### src/rtl/seg7_scan.sv
// Multiplexed seven-segment scanner: per-digit hold prescaler, tear-free shadow
// register updated only at frame wrap, registered one-hot anode and segment outputs.
module seg7_scan #(
    parameter int NDIG        = 4,
    parameter int REFRESH_DIV = 4,
    parameter int ACTIVE_LOW  = 1,
    parameter int LZ_SUPPRESS = 0,
    localparam int IW = ($clog2(NDIG) < 1) ? 1 : $clog2(NDIG)
) (
    input  logic              clk,
    input  logic              reset,
    input  logic              en,
    input  logic              load,
    input  logic [4*NDIG-1:0] value,
    input  logic [NDIG-1:0]   dp,
    input  logic [NDIG-1:0]   blank,
    output logic [NDIG-1:0]   anode,
    output logic [7:0]        catode,
    output logic [IW-1:0]     digit_idx,
    output logic              frame_done
);

    localparam int PW = (REFRESH_DIV > 1) ? $clog2(REFRESH_DIV) : 1;
    localparam logic          AL     = (ACTIVE_LOW != 0);
    localparam logic [NDIG-1:0] AN_OFF = {NDIG{AL}};
    localparam logic [7:0]    CA_OFF = {8{AL}};
    localparam logic [NDIG-1:0] ONE_HOT0 = {{(NDIG-1){1'b0}}, 1'b1};

    logic [PW-1:0]     presc;
    logic [4*NDIG-1:0] pend_val, sh_val;
    logic [NDIG-1:0]   pend_dp, pend_blank, sh_dp, sh_blank;
    logic              pend_flag;

    logic              tick, wrap, lz;
    logic [3:0]        nib;
    logic [7:0]        seg_hi;
    logic [NDIG-1:0]   an_hi;

    function automatic logic [6:0] hex_seg(input logic [3:0] n);
        case (n)
            4'h0: hex_seg = 7'h3F;
            4'h1: hex_seg = 7'h06;
            4'h2: hex_seg = 7'h5B;
            4'h3: hex_seg = 7'h4F;
            4'h4: hex_seg = 7'h66;
            4'h5: hex_seg = 7'h6D;
            4'h6: hex_seg = 7'h7D;
            4'h7: hex_seg = 7'h07;
            4'h8: hex_seg = 7'h7F;
            4'h9: hex_seg = 7'h6F;
            4'hA: hex_seg = 7'h77;
            4'hB: hex_seg = 7'h7C;
            4'hC: hex_seg = 7'h39;
            4'hD: hex_seg = 7'h5E;
            4'hE: hex_seg = 7'h79;
            default: hex_seg = 7'h71;
        endcase
    endfunction

    // Digit sel is a leading zero when it and every more-significant nibble are zero.
    function automatic logic lead_zero(input logic [4*NDIG-1:0] v, input int sel);
        logic nz;
        nz = 1'b0;
        for (int i = 0; i < NDIG; i++) begin
            if (i >= sel && v[4*i +: 4] != 4'h0) nz = 1'b1;
        end
        lead_zero = (LZ_SUPPRESS != 0) && (sel != 0) && !nz;
    endfunction

    assign tick = en && (presc == PW'(REFRESH_DIV - 1));
    assign wrap = tick && (digit_idx == IW'(NDIG - 1));

    always_comb begin
        nib    = sh_val[4*int'(digit_idx) +: 4];
        lz     = lead_zero(sh_val, int'(digit_idx));
        seg_hi = {sh_dp[digit_idx], lz ? 7'h00 : hex_seg(nib)};
        if (sh_blank[digit_idx]) seg_hi = 8'h00;
        an_hi  = ONE_HOT0 << digit_idx;
    end

    always_ff @(posedge clk) begin
        if (!reset) begin
            presc      <= '0;
            digit_idx  <= '0;
            frame_done <= 1'b0;
            pend_val   <= '0;
            pend_dp    <= '0;
            pend_blank <= '0;
            pend_flag  <= 1'b0;
            sh_val     <= '0;
            sh_dp      <= '0;
            sh_blank   <= '0;
            anode      <= AN_OFF;
            catode     <= CA_OFF;
        end else begin
            if (tick)    presc <= '0;
            else if (en) presc <= presc + 1'b1;

            if (tick) digit_idx <= (digit_idx == IW'(NDIG - 1)) ? '0 : digit_idx + 1'b1;

            frame_done <= wrap;

            // A load on the wrap cycle bypasses pending so it shows in the new frame.
            if (wrap && load) begin
                sh_val    <= value;
                sh_dp     <= dp;
                sh_blank  <= blank;
                pend_flag <= 1'b0;
            end else if (wrap && pend_flag) begin
                sh_val    <= pend_val;
                sh_dp     <= pend_dp;
                sh_blank  <= pend_blank;
                pend_flag <= 1'b0;
            end else if (load) begin
                pend_flag <= 1'b1;
            end

            if (load) begin
                pend_val   <= value;
                pend_dp    <= dp;
                pend_blank <= blank;
            end

            if (en) begin
                anode  <= an_hi ^ AN_OFF;
                catode <= seg_hi ^ CA_OFF;
            end else begin
                anode  <= AN_OFF;
                catode <= CA_OFF;
            end
        end
    end

endmodule

### config.mk
export PLATFORM = sky130hd
export DESIGN_NAME = seg7_scan
export DESIGN_NICKNAME = d
export VERILOG_FILES = /design/src/rtl/seg7_scan.sv
export SDC_FILE = /design/constraint.sdc
export NUM_CORES = 1
export LEC_CHECK = 0
export BUFFER_PORTS_ARGS = -buffer_cell sky130_fd_sc_hd__buf_2
export CAP_MARGIN = 20
export CORE_MARGIN = 2
export CORE_UTILIZATION = 53
export CTS_BUF_LIST = sky130_fd_sc_hd__clkbuf_4 sky130_fd_sc_hd__clkbuf_8
export CTS_CLUSTER_SIZE = 40
export DETAILED_ROUTE_END_ITERATION = 7
export HOLD_SLACK_MARGIN = 0.02
export PLACE_DENSITY = 0.81
export SLEW_MARGIN = 30
export SYNTH_ARGS = -nofsm -noshare
export SYNTH_HDL_FRONTEND = slang
export SYNTH_SLANG_ARGS = --single-unit
### constraint.sdc
create_clock -name clk -period 1.8 [get_ports clk]
set_input_delay 0.27 -clock clk [delete_from_list [all_inputs] [get_ports clk]]
set_output_delay 0.27 -clock clk [all_outputs]
set_load 0.05 [all_outputs]
# Word-level counts from Yosys, hierarchy flattened

Memories as Yosys holds them, arrays and structs flattened.
Index checks and enable logic that the tools add are counted.

Register bits: 66
Memory bits (read-only): 112
Input port bits: 28
Output and inout port bits: 15
Word-level logic and storage cells: 43
Memories: 1

Add/subtract/negate cells: 2
Order comparisons: 1
Equality and inequality tests: 2
Shift operators: 2
Multiplexer cells: 12
Bitwise operators: 3
Reduce and logical (&&, ||, !) cells: 8

Memories:

| name             | depth | bits a word | read ports | clocked after memory_dff | wr ports | RTL line | text |
|---|---|---|---|---|---|---|---|
| (name not given) | 16    | 7           | 1          | 0                        | 0        | 40       | `case (n)` |

Operator list:

| operator                                                              | count |
|---|---|
| 16-bit 2-to-1 mux                                                     | 2 |
| 4-bit 2-to-1 mux                                                      | 4 |
| 16-bit by 5-bit variable part select with 4-bit output                | 1 |
| 8-bit 2-to-1 mux                                                      | 1 |
| 8-bit inverter                                                        | 1 |
| 2-bit by 1-bit adder with 2-bit output (second input constant)        | 2 |
| 1-bit binary-select mux with 2-bit select                             | 2 |
| 2-bit == test (second input constant)                                 | 2 |
| 1-bit logical AND                                                     | 4 |
| 4-bit inverter                                                        | 1 |
| 1-bit by 2-bit left shift with 4-bit output (first input constant)    | 1 |
| 2-bit by 3-bit < comparator with 1-bit output (second input constant) | 1 |
| 3-bit OR reduction                                                    | 1 |
| 1-bit 2-to-1 mux                                                      | 2 |
| 2-bit 2-to-1 mux                                                      | 1 |
| 2-bit AND reduction                                                   | 1 |
| 2-bit nonzero test                                                    | 1 |
| 2-bit OR reduction                                                    | 1 |
| 1-bit inverter                                                        | 1 |

# Longest topological paths before layout

Gate-level depths: netlist (run 1).

Word-level depth: 6
Depth in mapped cells: 7
Gate-level depth less buffers: 6

# Least setup slack after synthesis (run 1)

Ideal clock, no wire load.

Path type: reg2reg
From: register digit_idx[0]
To: register catode[5]
Library setup time: 0.127 ns
Data arrival time: 2.233 ns
Required time: 1.673 ns
Path slack: -0.560 ns
Stages on the path, launching flop included: 7
Path buffers: 1
Clock period less this slack: 2.360 ns
Cells stage by stage: dfxtp_1 > buf_6 > mux4_1 > ha_1 > and2b_2 > a21oi_1 > o221ai_2

Word-level cells in the longest chain between the ends: 4
Elaborated cells between the ends (all ways): 6
Classes of those cells: 1 x shift; 3 x mux; 1 x bitwise; 1 x memory

RTL lines:

| what                                                                                                                | RTL line | text |
|---|---|---|
| start: declaration                                                                                                  | 19       | `output logic [IW-1:0] digit_idx,` |
| start signal: assignment                                                                                            | 99       | `if (tick) digit_idx <= (digit_idx == IW'(NDIG - 1)) ? '0 : digit_idx + 1'b1;` |
| 16-bit by 5-bit variable part select with 4-bit output or 1-bit binary-select mux with 2-bit select (tied branches) | 74, 77   |  |
| memory read 16 x 7 bit or 1-bit 2-to-1 mux (tied branches)                                                          | n/a      |  |
| 8-bit 2-to-1 mux *                                                                                                  | 77       | `if (sh_blank[digit_idx]) seg_hi = 8'h00;` |
| 8-bit inverter (no line) *                                                                                          | n/a      |  |
| end signal: assignment                                                                                              | 126      | `catode <= seg_hi ^ CA_OFF;` |
| end: declaration                                                                                                    | 18       | `output logic [7:0] catode,` |

Mark *: on every way between the ends. The rest lies on a longest branch, timed or not. The select of a mux whose other input is x is not followed.
A chain may end at the register's enable or synchronous reset.

# Worst setup path after layout (run 1)

From: register digit_idx[0]
To: register catode[3]

The elaborated chain is that of the path after synthesis.

==> results.md, run 1 <==
Status:
- The flow ran to the end, but the final reports show violations.
- The final reports fail on negative setup slack.

Clock tree:
- After clock tree synthesis, the clock-pin slew on the worst setup and hold paths is 70 ps.
- The clock sink total is 66.
- The number of H-tree branching levels is 3.
- The CTS tree is yes.
- The tree is rooted in a sky130_fd_sc_hd__clkbuf_8.
- Buffers inserted to repair hold after CTS numbered 0.
- The clock buffer count from CTS is 9.
- The later-pin clock latency in the skew report is 350 ps.
- The clock tree buffer depth is 2.

Critical path:
- At the worst endpoint, the required time is 2020 ps.
- The critical path's slowest cell is sky130_fd_sc_hd__mux4_2.
- The maximum fanout count along the critical path is 4.
- In this run the critical register-to-register path is captured at catode[3]$_SDFF_PN1_.
- The sort of element at the end of the critical path is a flip-flop.
- The startpoint identified for the worst register-to-register timing path is digit_idx[0]$_SDFFE_PN0P_.
- The arrival time at the worst endpoint is 2040 ps.
- By startpoint and endpoint, the worst setup path is classified as reg -> reg.
- The setup check on the worst reg-to-reg path leaves a slack of -20 ps.
- For the worst flop-to-flop path, the logic depth is 6.
- The worst setup path is launched from a flip-flop.
- Together, buffers and inverters on the worst path number 1.
- Walking the worst path, the cells encountered are mux4_2, buf_6, ha_4, and2b_2, a211oi_2, o21ai_1.
- The largest single stage delay on the critical path is 570 ps.
- The kind of cell adding the most delay to the critical path is multiplexers.

Pwr:
- The clock group share of total power is 45.5%.
- For this design the total switching power over the nets is 0.7122 mW.
- The share of total power dissipated in combinational logic is 6.8%.
- The static leakage power is 1.417 nW.
- Power spread over the standard cell area amounts to 883.2 mW/mm^2.
- The internal power contribution is 2.491 mW.
- The net switching fraction of the power is 22.23%.
- Across the VDD grid, the largest voltage drop is 493.0 uV.
- The sequential group share of total power is 47.7%.

Global route:
- For met1 alone, demand over resource in global routing was 25.86%.
- For this run, global-route usage on met3 was measured as 4.318%.
- The routing layer with the top usage in global route is met2.
- The initial antenna violation count was 0.
- The first global-routing pass estimated 10.09 mm of wire.
- For met2 alone, demand over resource in global routing was 33.93%.
- For this run the aggregate overflow at the end of global routing stands at 0.
- Entering global routing, the biggest net connects 54 pins.
- The overall global routing resource usage is 20.79%.
- The number of global-route vias before repair was 2245.

Yosys:
- After synthesis, the share of flip-flops with an asynchronous set or reset is 0%.
- The sequential element share of the synthesized area is 44.61%.
- During synthesis, Yosys emitted a total of 0 warnings.
- The net count after synthesis is 325.
- The cell area after synthesis is 0.002962 mm^2.
- The average size of a mapped cell is 10.36 um^2.
- Synthesis produced a netlist whose cell count is 286.
- The number of enable flip-flop cells after synthesis is 0.
- The count of state elements after synthesis is 66.
- The number of distinct standard cells referenced by the synthesized netlist is 34.
- The primary flip-flop cell chosen by synthesis mapping is sky130_fd_sc_hd__dfxtp_1.

STA:
- Clock skew on the completed layout was measured at 7.851 ps.
- The worst-margin pin slew is 758.2 ps.
- After layout, the worst setup slack is -17.24 ps.
- In the finished design, the share of the clock period the worst path needs comes to 101.0%.
- Setup repair after global routing could not meet its margin everywhere.
- The final max-slew violation count is 0.
- Hold is met by 197.9 ps.
- The post-layout minimum cycle time is 1817 ps.
- The normalized max-slew margin is 49.40%.
- The final-layout setup total negative slack is -17.24 ps.
- The final setup violation count is 1.
- The number of hold violations in the final report came to 0.
- The highest clock rate is 550.3 MHz.

Placed design:
- Summed over all nets, the half-perimeter wirelength after detailed placement is 3.968 mm.
- The routability congestion estimate from global placement is 0.8281.
- During placement, the flow inserted port buffers numbering 42.

Drt:
- Dividing the detail-routed via count by the number of cells gives 5.429.
- The final layout contains routed wiring with a total length of 6.024 mm.
- The number of remaining DRC errors is 0.
- Dividing the detail-routed wire length by the instance count gives 14.59 um.
- The number of detailed-routing iterations run before antenna repair is 4.
- In this run the remaining antenna-violating nets after routing total 0.
- The total via count in the routed design is 2242.
- The number of DRC markers after the initial detailed-route iteration is 134.

Die:
- The count of standard-cell rows is 27.
- The number of placed I/O pins is 43.
- The die covers 0.006202 mm^2.
- The die width is 78.75 um.
- The initial utilization of the core area, before any placement, comes to 54.45%.
- The height of the die is 78.75 um.
- In this run the standard cell core region covers 0.005439 mm^2.

Finish:
- The fraction of final layout cells with drive strength greater than 1 is 29.62%.
- The repair_antennas step left the layout with diodes totalling 0.
- At the end of the flow, the number of nets in the layout was 375.
- Relative to the synthesized area, the layout overhead comes to 22.48%.
- The filler cells instantiated in the layout total 410.

Worst hold path:
- The cell depth of the worst min-delay path is 3.
- The end of the worst hold path is pend_blank[3]$_SDFFE_PN0P_.
- The tightest min-delay check is of the in -> reg type.
- The worst hold path begins at blank[3].

Job:
- Max-cap violations in this run came to 0.
## worst min-delay path, delay by kind of cell
kind | cells | cell delay (ps)
buffers and inverters | 1 | 90
muxes | 1 | 60
and+or+nand+nor | 1 | 90
## power by group through the flow
stage / combinational [mW] / sequential (mW) / clock, mW
finish: 0.219 / 1.53 / 1.46
global route: 0.243 / 1.53 / 1.53
CTS: 0.218 / 1.53 / 1.47
detailed placement: 0.217 / 1.56 / 0
global placement: 0.213 / 1.56 / 0
floorplan: 0.117 / 1.59 / 0
## worst max-delay path by stage
stage / start / to / slack, ps / cells after the start
floorplan: digit_idx[0]$_SDFFE_PN0P_ / catode[6]$_SDFF_PN1_ / -110 / 6
CTS: digit_idx[0]$_SDFFE_PN0P_ / catode[3]$_SDFF_PN1_ / 9 / 6
global placement: digit_idx[0]$_SDFFE_PN0P_ / catode[6]$_SDFF_PN1_ / 90 / 5
detailed placement: digit_idx[0]$_SDFFE_PN0P_ / catode[3]$_SDFF_PN1_ / 30 / 6
finish: digit_idx[0]$_SDFFE_PN0P_ / catode[3]$_SDFF_PN1_ / -20 / 6
global route: digit_idx[0]$_SDFFE_PN0P_ / catode[3]$_SDFF_PN1_ / -70 / 6
## per-stage QoR
stage / power [mW] / area, um^2 / util [%] / setup slack, ps / std cells
detailed placement: 1.777 / 3333 / 61.28 / 30.58 / 392
floorplan: 1.704 / 2998 / - / -108.1 / 286
finish: 3.204 / 3627 / 66.69 / -17.24 / 413
global placement: 1.770 / 3333 / 61.28 / 91.25 / 392
global route: 3.305 / 3627 / 66.69 / -70.22 / 413
CTS: 3.219 / 3570 / 65.63 / 8.540 / 408
## cells in the mapped netlist (3+ instances only)
cell type	instances	area, um^2
sky130_fd_sc_hd__ha_1	11	137.6
sky130_fd_sc_hd__buf_2	7	35.03
sky130_fd_sc_hd__nor2_1	3	11.26
sky130_fd_sc_hd__clkbuf_1	13	48.80
sky130_fd_sc_hd__a21boi_0	23	172.7
sky130_fd_sc_hd__and2b_2	3	26.28
sky130_fd_sc_hd__inv_1	8	30.03
sky130_fd_sc_hd__dfxtp_1	66	1321
sky130_fd_sc_hd__nand2_1	37	138.9
sky130_fd_sc_hd__mux2i_1	26	260.3
sky130_fd_sc_hd__nor2b_1	30	187.7
sky130_fd_sc_hd__mux4_1	4	105.1
sky130_fd_sc_hd__o221ai_2	3	45.04
sky130_fd_sc_hd__o221ai_1	24	210.2
## metal layers
metal	vias to the layer above	share of wire, %
li1	1124	-
met3	12	4.6
met5	-	0
met2	49	47
met4	0	1.5
met1	1057	47
## cell families after synthesis
logic type	count (synthesis)	share of synthesized area [%]
AND/OR/NAND/NOR	82	14.11
flip-flops	66	44.61
AO/OA/AOI/OAI	64	17.79
buffers and inverters	30	4.605
adder cells (fa/ha/maj)	11	4.647
multiplexers	33	14.24
## flip-flops by register name, indices dropped and copies added (netlist names)
register	cells
pend_val	16
sh_val	16
catode	8
anode	4
pend_blank	4
pend_dp	4
sh_blank	4
sh_dp	4
digit_idx	2
presc	2
frame_done	1
pend_flag	1
## cell usage in the layout (no fill, tap or decap), types with 2 or more instances in the layout
cell type                   instances
sky130_fd_sc_hd__dfxtp_1           64
sky130_fd_sc_hd__buf_2             42
sky130_fd_sc_hd__nand2_1           37
sky130_fd_sc_hd__nor2b_1           30
sky130_fd_sc_hd__mux2i_1           26
sky130_fd_sc_hd__o221ai_1          24
sky130_fd_sc_hd__a21boi_0          23
sky130_fd_sc_hd__buf_4             14
sky130_fd_sc_hd__clkbuf_8          12
sky130_fd_sc_hd__ha_1               8
sky130_fd_sc_hd__inv_1              6
sky130_fd_sc_hd__mux4_2             4
sky130_fd_sc_hd__buf_12             4
sky130_fd_sc_hd__and2b_2            3
sky130_fd_sc_hd__o221ai_2           3
sky130_fd_sc_hd__nor2_1             3
sky130_fd_sc_hd__inv_2              2
sky130_fd_sc_hd__a21oi_2            2
sky130_fd_sc_hd__mux4_1             2
sky130_fd_sc_hd__nand3_1            2
sky130_fd_sc_hd__nor3_1             2
sky130_fd_sc_hd__a21boi_1           2
sky130_fd_sc_hd__ha_4               2
sky130_fd_sc_hd__bufinv_16          2
## what timing repair did
action                     in CTS  in global routing
gates resized for setup         0                  4
buffers inserted                0                  5
setup endpoints to repair       0                 14
## cell type report
cell class	instances	area [um^2]	share of cell area, %
clock buffer	12	165.2	4.553
timing repair buffer	61	406.6	11.21
multi-input combinational	190	1538	42.39
clock inverter	4	71.32	1.966
inverter	8	30.03	0.8279
sequential	66	1326	36.56
tap	72	90.09	2.484
(Power assumes the default switching activity.)
==> run 2: changes to the inputs <==
--- a/config.mk
+++ b/config.mk
@@ -7,8 +7,10 @@
 export LEC_CHECK = 0
 export BUFFER_PORTS_ARGS = -buffer_cell sky130_fd_sc_hd__buf_2
 export CAP_MARGIN = 20
+export CELL_PAD_IN_SITES_DETAIL_PLACEMENT = 1
+export CELL_PAD_IN_SITES_GLOBAL_PLACEMENT = 2
 export CORE_MARGIN = 2
-export CORE_UTILIZATION = 53
+export CORE_UTILIZATION = 34
 export CTS_BUF_LIST = sky130_fd_sc_hd__clkbuf_4 sky130_fd_sc_hd__clkbuf_8
 export CTS_CLUSTER_SIZE = 40
 export DETAILED_ROUTE_END_ITERATION = 7
==> results.md, run 2 (synthesized netlist as in run 1, its figures left out) <==
Drt:
- In this run the remaining antenna-violating nets after routing total 0.
- Dividing the detail-routed wire length by the instance count gives 15.37 um.
- The number of detailed-routing iterations run before antenna repair is 4.
- The total via count in the routed design is 2288.
- After detailed routing, the met3 layer carries 242 um of wire.
- The routed wire length on met2 is 3.329 mm.
- The post-detailed-route via-to-cell ratio is 5.107.
- The number of DRC markers after the initial detailed-route iteration is 93.
- After detailed routing, no signal wire sits above met4.
- Summed over all layers, the routed wires come to 6.887 mm.
- The met1 layer wirelength in the final routing is 3.245 mm.
- In the routed design, unresolved DRC markers number 0.

Finish:
- After filler insertion, the fill cell instance count of the layout stands at 976.
- The number of antenna diodes in the final layout is 0.
- The finished layout holds 448 standard cells, fillers aside.
- The largest registers in the layout are pend_val (16), sh_val (16), catode (8).
- After the last flow step, the layout net total stands at 374.
- The layout-stage area growth over the synthesis result is 22.86%.
- In the layout the commonest cells are 64 x sky130_fd_sc_hd__dfxtp_1, 42 x sky130_fd_sc_hd__buf_2, 37 x sky130_fd_sc_hd__nand2_1.
- The most common cell after layout, fill and taps aside is sky130_fd_sc_hd__dfxtp_1.
- The post-route cell area is 0.003638 mm^2.
- The post-route netlist has 30.00% of its cells at a drive strength greater than 1.

STA:
- In the finished design, the share of the clock period the worst path needs comes to 98.66%.
- The normalized max-slew margin is 47.18%.
- The final hold slack is 204.7 ps.
- The final max-slew violation count is 0.
- The final setup violation count is 0.
- The number of hold violations in the final report is 0.
- Between clock sinks in the finished design, the worst skew comes to 3.195 ps.
- The worst-margin pin slew is 791.4 ps.
- The highest clock rate is 563.1 MHz.
- Setup repair after global routing could not meet its margin everywhere.
- Once routing completed, OpenROAD measured the worst setup slack at 24.11 ps.
- The smallest clock period supported by the final layout is computed as 1776 ps.

Critical path:
- In this run the worst path has a maximum fanout of 5.
- The critical path's slowest cell is sky130_fd_sc_hd__mux4_2.
- The arrival time at the worst endpoint is 2000 ps.
- The worst setup path is captured at a flip-flop.
- In this design, the stage delay of the slowest critical-path cell is 620 ps.
- The category of the worst setup path launch point is a flip-flop.
- The critical path class is reg -> reg.
- The critical path goes through mux4_2, ha_4, and2b_2, a21oi_2, o221ai_2.
- The required arrival time at the worst endpoint is 2020 ps.

Die:
- Once the floorplan was initialized, standard cells occupied 34.46% of the core.
- The overall die area is 0.009473 mm^2.
- For this design the top-level I/O count stands at 43.
- From left edge to right edge, the die measures 97.33 um.
- The floorplan has 34 rows.
- The height of the die is 97.33 um.
- The core region is 0.008593 mm^2.

Placed design:
- The routability congestion estimate from global placement is 0.8172.
- The placement-stage worst setup slack is 22.73 ps.
- During placement, the flow inserted port buffers numbering 42.
- The placed wire-length estimate is 4.868 mm.
- Counting tap cells, the placed design contains a total of 430 instances.
- The post-detailed-placement cell area is 0.003393 mm^2.

Global route:
- The initial antenna violation count is 0.
- The first global-routing pass estimated 11.79 mm of wire.
- The number of global-route vias before repair was 2361.
- Entering global routing, the biggest net connects 51 pins.
- The total overflow left after global routing is 0.
- In the global route stage, overall resource usage came out at 15.49%.

Clock tree:
- The CTS root buffer is sky130_fd_sc_hd__clkbuf_8.
- The post-cts hold buffer count is 0.
- At the later pin of the worst-skew pair, clock insertion delay measures 340 ps.
- TritonCTS built the clock tree.
- The clock transition at the register clock pins on the worst setup and hold paths after CTS is 70 ps.
- Counting along the longest clock path gives a buffer depth of 2.
- The number of H-tree branching levels is 3.
- The clock buffer count from CTS is 9.
- For this design, the sink count on the clock tree is 66.

Pwr:
- The power density normalized to cell area is 826.7 mW/mm^2.
- IR analysis of the VDD net gives a maximum drop of 497.5 uV.
- The power consumption is 3.008 mW.
- The static leakage power is 1.393 nW.

Status:
- The flow ran to the end, and the final reports show no timing, DRC or antenna violations.

Worst hold path:
- The worst hold-check path type is in -> reg.

Job:
- Across the run, the number of max-cap violations was 0.
-- run 2: per-layer routing --
layer  up-vias  GRT usage [%]
li1       1120              -
met1      1116          20.21
met2        43          25.43
met3         9          4.245
met4         0          4.167
met5         -              0
-- run 2: final cells by class --
type	count	area [um^2]	area share (%)
Multi-Input combinational cell	190	1554	42.71
Inverter	8	32.53	0.8941
Sequential cell	66	1326	36.45
Clock inverter	5	52.55	1.444
Timing Repair Buffer	60	386.6	10.63
Tap cell	108	135.1	3.714
Clock buffer	11	151.4	4.161
-- run 2: power by group --
part	internal, mW	total, mW	switching, mW
clock	0.707	1.26	0.552
combinational	0.0944	0.222	0.127
sequential	1.50	1.53	0.0216
-- run 2: worst paths after layout --
path,startpoint,to,slack [ps],depth (start not counted)
worst max-delay path,digit_idx[0]$_SDFFE_PN0P_,catode[6]$_SDFF_PN1_,20,5
worst min-delay path,value[3],pend_val[3]$_SDFFE_PN0P_,200,3
worst max register to register,digit_idx[0]$_SDFFE_PN0P_,catode[6]$_SDFF_PN1_,20,5
worst min register to register,sh_val[10]$_SDFFE_PN0P_,sh_val[10]$_SDFFE_PN0P_,460,2
-- run 2: worst max-delay path, delay by kind of cell, from the launching register on --
| family | cells | cell delay (ps) |
|---|---|---|
| AO/OA/AOI/OAI | 2 | 230 |
| adder cells (fa/ha/maj) | 1 | 210 |
| flip-flops | 1 | 390 |
| multiplexers | 1 | 620 |
| AND/OR/NAND/NOR | 1 | 210 |
-- run 2: stage by stage --
step | util, % | setup TNS [ps]
after floorplan | - | -430.0
after global placement | 39.49 | 0
after detailed placement | 39.49 | 0
after CTS | 41.86 | 0
after global routing | 42.34 | -189.1
final | 42.34 | 0
-- run 2: what timing repair did --
action	CTS	global route
setup endpoints to repair	0	8
resized for setup	0	9
buffers inserted	0	2
